## src/rtl/scpad_frontend_rr_arb.sv

```systemverilog
// Round-robin N-requester scratchpad frontend: one tagged SRAM request per cycle, responses routed by tag
// into per-requester FIFOs. Request latency 1 cycle; output stage stalls on !sram_req_ready, admission limited by credits.

// Small response FIFO: push visible on pop side the next cycle; push and pop may share a cycle even when full.
module scpad_rsp_fifo #(
    parameter int WIDTH = 8,
    parameter int DEPTH = 4
) (
    input  logic             clk,
    input  logic             n_rst,
    input  logic             push_vld,
    input  logic [WIDTH-1:0] push_dat,
    output logic             pop_vld,
    input  logic             pop_rdy,
    output logic [WIDTH-1:0] pop_dat
);
    localparam int PTR_W = $clog2(DEPTH);

    logic [WIDTH-1:0] mem_q [DEPTH];
    logic [PTR_W-1:0] wr_ptr_q, rd_ptr_q;
    logic [PTR_W:0]   cnt_q;
    logic             push, pop;

    assign pop_vld = (cnt_q != '0);
    assign pop     = pop_vld & pop_rdy;
    assign push    = push_vld & ((cnt_q != (PTR_W+1)'(DEPTH)) | pop);
    assign pop_dat = pop_vld ? mem_q[rd_ptr_q] : '0;

    always_ff @(posedge clk or negedge n_rst) begin
        if (!n_rst) begin
            wr_ptr_q <= '0;
            rd_ptr_q <= '0;
            cnt_q    <= '0;
        end else begin
            if (push) wr_ptr_q <= wr_ptr_q + PTR_W'(1);
            if (pop)  rd_ptr_q <= rd_ptr_q + PTR_W'(1);
            if (push && !pop)      cnt_q <= cnt_q + (PTR_W+1)'(1);
            else if (pop && !push) cnt_q <= cnt_q - (PTR_W+1)'(1);
        end
    end

    always_ff @(posedge clk) begin
        if (push) mem_q[wr_ptr_q] <= push_dat;
    end
endmodule

module scpad_frontend_rr_arb #(
    parameter int NUM_REQ   = 2,
    parameter int ADDR_W    = 16,
    parameter int DATA_W    = 128,
    parameter int ID_W      = 4,
    parameter int RSP_DEPTH = 4,
    parameter int IDX_W     = $clog2(NUM_REQ)
) (
    input  logic                      clk,
    input  logic                      n_rst,
    input  logic [NUM_REQ-1:0]        req_valid,
    output logic [NUM_REQ-1:0]        req_ready,
    input  logic [NUM_REQ-1:0]        req_write,
    input  logic [NUM_REQ*ADDR_W-1:0] req_addr,
    input  logic [NUM_REQ*DATA_W-1:0] req_wdata,
    input  logic [NUM_REQ*ID_W-1:0]   req_id,
    output logic                      sram_req_valid,
    input  logic                      sram_req_ready,
    output logic                      sram_req_write,
    output logic [ADDR_W-1:0]         sram_req_addr,
    output logic [DATA_W-1:0]         sram_req_wdata,
    output logic [IDX_W+ID_W-1:0]     sram_req_tag,
    input  logic                      sram_rsp_valid,
    input  logic                      sram_rsp_write,
    input  logic [IDX_W+ID_W-1:0]     sram_rsp_tag,
    input  logic [DATA_W-1:0]         sram_rsp_rdata,
    output logic [NUM_REQ-1:0]        rsp_valid,
    input  logic [NUM_REQ-1:0]        rsp_ready,
    output logic [NUM_REQ-1:0]        rsp_write,
    output logic [NUM_REQ*ID_W-1:0]   rsp_id,
    output logic [NUM_REQ*DATA_W-1:0] rsp_rdata,
    output logic                      bad_tag_err,
    output logic                      busy
);
    localparam int TAG_W = IDX_W + ID_W;
    localparam int CNT_W = $clog2(RSP_DEPTH + 1);
    localparam logic [IDX_W:0] NUM_REQ_C = (IDX_W+1)'(NUM_REQ);

    typedef struct packed {
        logic              write;
        logic [ID_W-1:0]   id;
        logic [DATA_W-1:0] rdata;
    } rsp_t;

    logic [IDX_W-1:0]  ptr_q, ptr_d;
    logic              sram_req_valid_q, sram_req_write_q;
    logic [ADDR_W-1:0] sram_req_addr_q;
    logic [DATA_W-1:0] sram_req_wdata_q;
    logic [TAG_W-1:0]  sram_req_tag_q;
    logic              bad_tag_q;
    logic [CNT_W-1:0]  out_cnt_q [NUM_REQ];

    logic [NUM_REQ-1:0] elig, cnt_nz;
    logic               can_load, gnt_vld;
    logic [IDX_W-1:0]   gnt_idx;
    logic [IDX_W:0]     cand;
    logic [IDX_W-1:0]   rsp_idx;
    rsp_t               rsp_in;

    assign can_load = !sram_req_valid_q | sram_req_ready;
    assign rsp_idx  = sram_rsp_tag[TAG_W-1 -: IDX_W];
    assign rsp_in   = '{write: sram_rsp_write, id: sram_rsp_tag[ID_W-1:0], rdata: sram_rsp_rdata};

    // Scan from ptr upward with wrap; the first eligible requester wins.
    always_comb begin
        gnt_vld = 1'b0;
        gnt_idx = '0;
        cand    = '0;
        for (int j = 0; j < NUM_REQ; j++) begin
            cand = {1'b0, ptr_q} + (IDX_W+1)'(j);
            if (cand >= NUM_REQ_C) cand = cand - NUM_REQ_C;
            if (can_load && !gnt_vld && elig[cand[IDX_W-1:0]]) begin
                gnt_vld = 1'b1;
                gnt_idx = cand[IDX_W-1:0];
            end
        end
        ptr_d = (gnt_idx == IDX_W'(NUM_REQ - 1)) ? '0 : gnt_idx + IDX_W'(1);
    end

    assign req_ready = gnt_vld ? (NUM_REQ'(1) << gnt_idx) : '0;

    always_ff @(posedge clk or negedge n_rst) begin
        if (!n_rst) begin
            ptr_q            <= '0;
            sram_req_valid_q <= 1'b0;
            sram_req_write_q <= 1'b0;
            sram_req_addr_q  <= '0;
            sram_req_wdata_q <= '0;
            sram_req_tag_q   <= '0;
            bad_tag_q        <= 1'b0;
        end else begin
            if (can_load) begin
                sram_req_valid_q <= gnt_vld;
                if (gnt_vld) begin
                    ptr_q            <= ptr_d;
                    sram_req_write_q <= req_write[gnt_idx];
                    sram_req_addr_q  <= req_addr[gnt_idx*ADDR_W +: ADDR_W];
                    sram_req_wdata_q <= req_wdata[gnt_idx*DATA_W +: DATA_W];
                    sram_req_tag_q   <= {gnt_idx, req_id[gnt_idx*ID_W +: ID_W]};
                end
            end
            if (sram_rsp_valid && ({1'b0, rsp_idx} >= NUM_REQ_C)) bad_tag_q <= 1'b1;
        end
    end

    for (genvar i = 0; i < NUM_REQ; i++) begin : g_req
        logic inc, dec;
        rsp_t fifo_dat;

        assign inc       = req_ready[i];
        // A stray response with no outstanding request must not wrap the credit counter.
        assign dec       = rsp_valid[i] & rsp_ready[i] & cnt_nz[i];
        assign cnt_nz[i] = (out_cnt_q[i] != '0);
        assign elig[i]   = req_valid[i] & (out_cnt_q[i] < CNT_W'(RSP_DEPTH));

        always_ff @(posedge clk or negedge n_rst) begin
            if (!n_rst)           out_cnt_q[i] <= '0;
            else if (inc && !dec) out_cnt_q[i] <= out_cnt_q[i] + CNT_W'(1);
            else if (dec && !inc) out_cnt_q[i] <= out_cnt_q[i] - CNT_W'(1);
        end

        scpad_rsp_fifo #(.WIDTH($bits(rsp_t)), .DEPTH(RSP_DEPTH)) u_fifo (
            .clk      (clk),
            .n_rst    (n_rst),
            .push_vld (sram_rsp_valid & (rsp_idx == IDX_W'(i))),
            .push_dat (rsp_in),
            .pop_vld  (rsp_valid[i]),
            .pop_rdy  (rsp_ready[i]),
            .pop_dat  (fifo_dat)
        );

        assign rsp_write[i]                  = fifo_dat.write;
        assign rsp_id[i*ID_W +: ID_W]        = fifo_dat.id;
        assign rsp_rdata[i*DATA_W +: DATA_W] = fifo_dat.rdata;
    end

    assign sram_req_valid = sram_req_valid_q;
    assign sram_req_write = sram_req_write_q;
    assign sram_req_addr  = sram_req_addr_q;
    assign sram_req_wdata = sram_req_wdata_q;
    assign sram_req_tag   = sram_req_tag_q;
    assign bad_tag_err    = bad_tag_q;
    assign busy           = sram_req_valid_q | (|cnt_nz);
endmodule

```

## config.mk

```make
export PLATFORM = sky130hd
export DESIGN_NAME = scpad_frontend_rr_arb
export DESIGN_NICKNAME = d
export VERILOG_FILES = /design/src/rtl/scpad_frontend_rr_arb.sv
export SDC_FILE = /design/constraint.sdc
export NUM_CORES = 1
export LEC_CHECK = 0
export CAP_MARGIN = 20
export CORE_UTILIZATION = 40
export DETAILED_ROUTE_END_ITERATION = 10
export PLACE_DENSITY = 0.67
export SLEW_MARGIN = 10
export SYNTH_ARGS = -nofsm -noshare
export SYNTH_HDL_FRONTEND = slang
export SYNTH_SLANG_ARGS = --single-unit
```

## constraint.sdc

```tcl
create_clock -name clk -period 4.85 [get_ports clk]
set_clock_uncertainty 0.1 [all_clocks]
set_input_delay 0.97 -clock clk [delete_from_list [all_inputs] [get_ports clk]]
set_output_delay 0.97 -clock clk [all_outputs]
set_load 0.03 [all_outputs]
```

==> flow_metrics.env <==
export IMPL_cts_tree="built"
export IMPL_avgViaCountPerCell=5.45
export IMPL_drt_first_iter_violations=3008
export IMPL_layout_drive_gt1_share=0.166
export IMPL_worst_setup_path_start_kind="register"
export IMPL_clock_tree_buffer_depth=3
export IMPL_fillerInstances=9188
export IMPL_ctsHoldBuffers=0
export IMPL_drv_cap=0
export IMPL_vias=27000
export IMPL_seqPwrFrac=0.333
export IMPL_run_status="completed"
export IMPL_worstPathBufferInverterCount=2
export IMPL_crit_path_max_incr_delay_ps=960
export IMPL_numCtsBuffers=132
export IMPL_grt_start_max_net_pins=152
export IMPL_global_route_wire_length_before_repair_mm=211
export IMPL_grt_remaining_overflow=0
export IMPL_worst_path_dominant_cell_family="flip-flops"
export IMPL_drt_pass1_iterations=9
export IMPL_critPathRequiredTime_ps=3780
export IMPL_worst_pin_slew_ps=945
export IMPL_gp_weighted_congestion=0.924
export IMPL_final_max_slew_violation_count=0
export IMPL_critical_path_reg2reg_startpoint="out_cnt_q[5]"
export IMPL_worstSetupPathType="register to output port"
export IMPL_synth_seq_cells=1236
export IMPL_cp_startpoint="g_req[1].u_fifo.rd_ptr_q[0]"
export IMPL_final_setup_tns_ps=0
export IMPL_finalPower_mw=43.3
export IMPL_std_cell_rows=126
export IMPL_max_transition_margin=0.368
export IMPL_drtAntennaViolNets=0
export IMPL_cts_resized_gates=0
export IMPL_critical_path_cell_chain="buf_4, mux4_2, and2_1, clkdlybuf4s50_1"
export IMPL_ctsHtreeMaxLevel=4
export IMPL_cts_root_buf="clkbuf_16"
export IMPL_core_area_um2=118000
export IMPL_routed_wire_length_per_instance_um=30.5
export IMPL_die_w_um=347
export IMPL_ios=863
export IMPL_grt_use_total=0.249
export IMPL_syn_area_um2=47500
export IMPL_die_area_um2=120000
export IMPL_timing_critical_path_slowest_stage_cell="dfrtp_4"
export IMPL_critPathCaptureType="output port"
export IMPL_clock_sink_count=1236
export IMPL_sw_frac=0.382
export IMPL_irDropWorstVdd_v=0.000513
export IMPL_syn_num_nets=2819
export IMPL_die_height_um=347
export IMPL_area_growth_synth_to_final_pct=32.4
export IMPL_hold_violations=0
export IMPL_setup_viol=0
export IMPL_synthesized_area_per_cell_um2=20.1
export IMPL_critical_path_peak_fanout=29
export IMPL_power_frac_comb=0.437
export IMPL_rr_worst_depth=6
export IMPL_leakagePower_nw=21.8
export IMPL_synthesis_instances=2363
export IMPL_fin_nets=3753
export IMPL_post_cts_setup_buffer_count=0
export IMPL_first_global_vias=27400
export IMPL_crit_path_cell_count=4
export IMPL_clock_latency_ps=720
export IMPL_rsz0062_at_grt="no"
export IMPL_path_clk_slew_ps=60
export IMPL_total_of_warnings_raised_by_yosys=1
export IMPL_antenna_violations_before_repair=24
export IMPL_synth_sequential_area_ratio=0.763
export IMPL_final_core_util=0.534
export IMPL_critical_path_data_arrival_time_ps=3360
export IMPL_fmax_mhz=226
export IMPL_drc=0
export IMPL_switchingPower_mw=16.6
export IMPL_floorplan_initialDensity=0.403
export IMPL_portBuffers=861
export IMPL_power_density_nw_per_um2=689
export IMPL_min_path_type="input pin to asynchronous set/reset pin"
export IMPL_detailedPlacementHpwl_mm=106
export IMPL_period_minus_slack_ps=4430
export IMPL_post_route_period_util=0.913
export IMPL_finalWirelength_mm=151
export IMPL_internal_power_mw=26.8
export IMPL_clock_power_share=0.229
export IMPL_post_synth_num_cell_types=32
through the flow:
step           hold slack (ps)  setup slack (ps)  instance area [um^2]  std cells
2_1_floorplan              349              1250                 47500       2363
3_3_place_gp               373               742                 58600       4699
3_5_place_dp               379               779                 58600       4699
4_1_cts                    224               282                 62900       4935
5_1_grt                    265               258                 62900       4943
6_report                   210               422                 62900       4947
state kept, by name (all words and copies together), names as in the netlist:
name,count
sram_req_tag,5
g_req.u_fifo.mem_q,1064
sram_req_wdata,128
g_req.u_fifo.wr_ptr_q,4
g_req.u_fifo.rd_ptr_q,4
ptr_q,1
sram_req_valid,1
g_req.u_fifo.cnt_q,6
sram_req_write,1
out_cnt_q,6
sram_req_addr,16
power by group through the flow:
stage / combinational [mW] / sequential [mW] / clock (mW)
after floorplan: 9.61 / 15.2 / 0
after CTS: 19.1 / 14.4 / 10.1
after detailed placement: 19.1 / 14.6 / 0
final: 19.0 / 14.5 / 9.94
after global routing: 19.8 / 14.6 / 10.6
after global placement: 19.0 / 14.6 / 0
worst paths after layout:
check,to,slack [ps]
setup reg to reg,sram_req_wdata[84],1870
setup / recovery,rsp_rdata[176],420
hold reg to reg,sram_req_wdata[55],390
min in group clk,sram_req_wdata[55],390
max in group asynchronous,sram_req_wdata[120],3440
hold / removal,sram_req_addr[5],210
cell usage after synthesis:
library cell  count  area [um^2]
edfxtp_1       1064        32000
and2_1          274         1710
mux4_2          266         5990
dfrtp_1         172         4300
inv_1           127          477
a222oi_1        119         1190
clkbuf_1         73          274
buf_2            45          225
nand2_1          35          131
nor2_1           35          131
a21oi_1          31          155
o21ai_1          28          140
buf_4            15          113
ha_1             12          150
xnor2_1          10         87.6
xor2_1            8         70.1
buf_6             7         78.8
buf_1             6         22.5
nand3_1           5         25.0
or3_1             5         31.3
fa_1              4         80.1
mux2_2            4         45.0
o21ai_0           4         20.0
a21o_1            3         22.5
nand2b_1          2         12.5
nor2b_1           2         12.5
nor4b_1           2         17.5
a211oi_2          1         12.5
conb_1            1         3.75
nand2b_4          1         13.8
nor3b_2           1         12.5
o211a_1           1         10.0
layout make-up:
cell class / count / area (um^2) / share of cell area
well taps: 1536 / 1920 / 0.0305
diodes: 12 / 30.0 / 0.000477
clock inverters: 73 / 788 / 0.0125
multi-input cells: 854 / 10100 / 0.161
clock buffers: 163 / 3500 / 0.0557
repair buffers: 946 / 9800 / 0.156
inverters: 127 / 477 / 0.00758
flip-flops and latches: 1236 / 36300 / 0.576
routing by layer:
layer | vias to the layer above | GRT usage | wire length (um)
met5 | - | 0 | 77
met4 | 12 | 0.137 | 8660
met3 | 277 | 0.0666 | 12400
met2 | 1231 | 0.407 | 74700
met1 | 14100 | 0.299 | 55000
li1 | 11300 | - | -
cells in the final DEF, fill, tap and decap left out, drive strengths merged:
cell	instances
mux2	4
xor2	8
nand3	5
diode	12
or3	5
fa	4
ha	12
nand2b	3
clkbuf	164
nor2b	2
clkdlybuf4s50	860
o21ai	32
clkinvlp	1
conb	1
nor2	35
and2	274
a222oi	119
dfrtp	172
nor3b	1
a211oi	1
xnor2	10
nor4b	2
a21o	3
o211a	1
inv	134
clkinv	57
bufinv	8
a21oi	31
buf	85
nand2	35
edfxtp	1064
mux4	266
kinds of logic after synthesis:
| group | after synthesis | synth area share |
|---|---|---|
| AO/OA/AOI/OAI | 187 | 0.0326 |
| XOR/XNOR | 18 | 0.00332 |
| adder cells (fa/ha/maj) | 16 | 0.00484 |
| buffers and inverters | 273 | 0.0250 |
| flip-flops | 1236 | 0.763 |
| multiplexers | 270 | 0.127 |
| other | 1 | 0.0000789 |
| AND/OR/NAND/NOR | 362 | 0.0442 |
(Power assumes the default switching activity.)
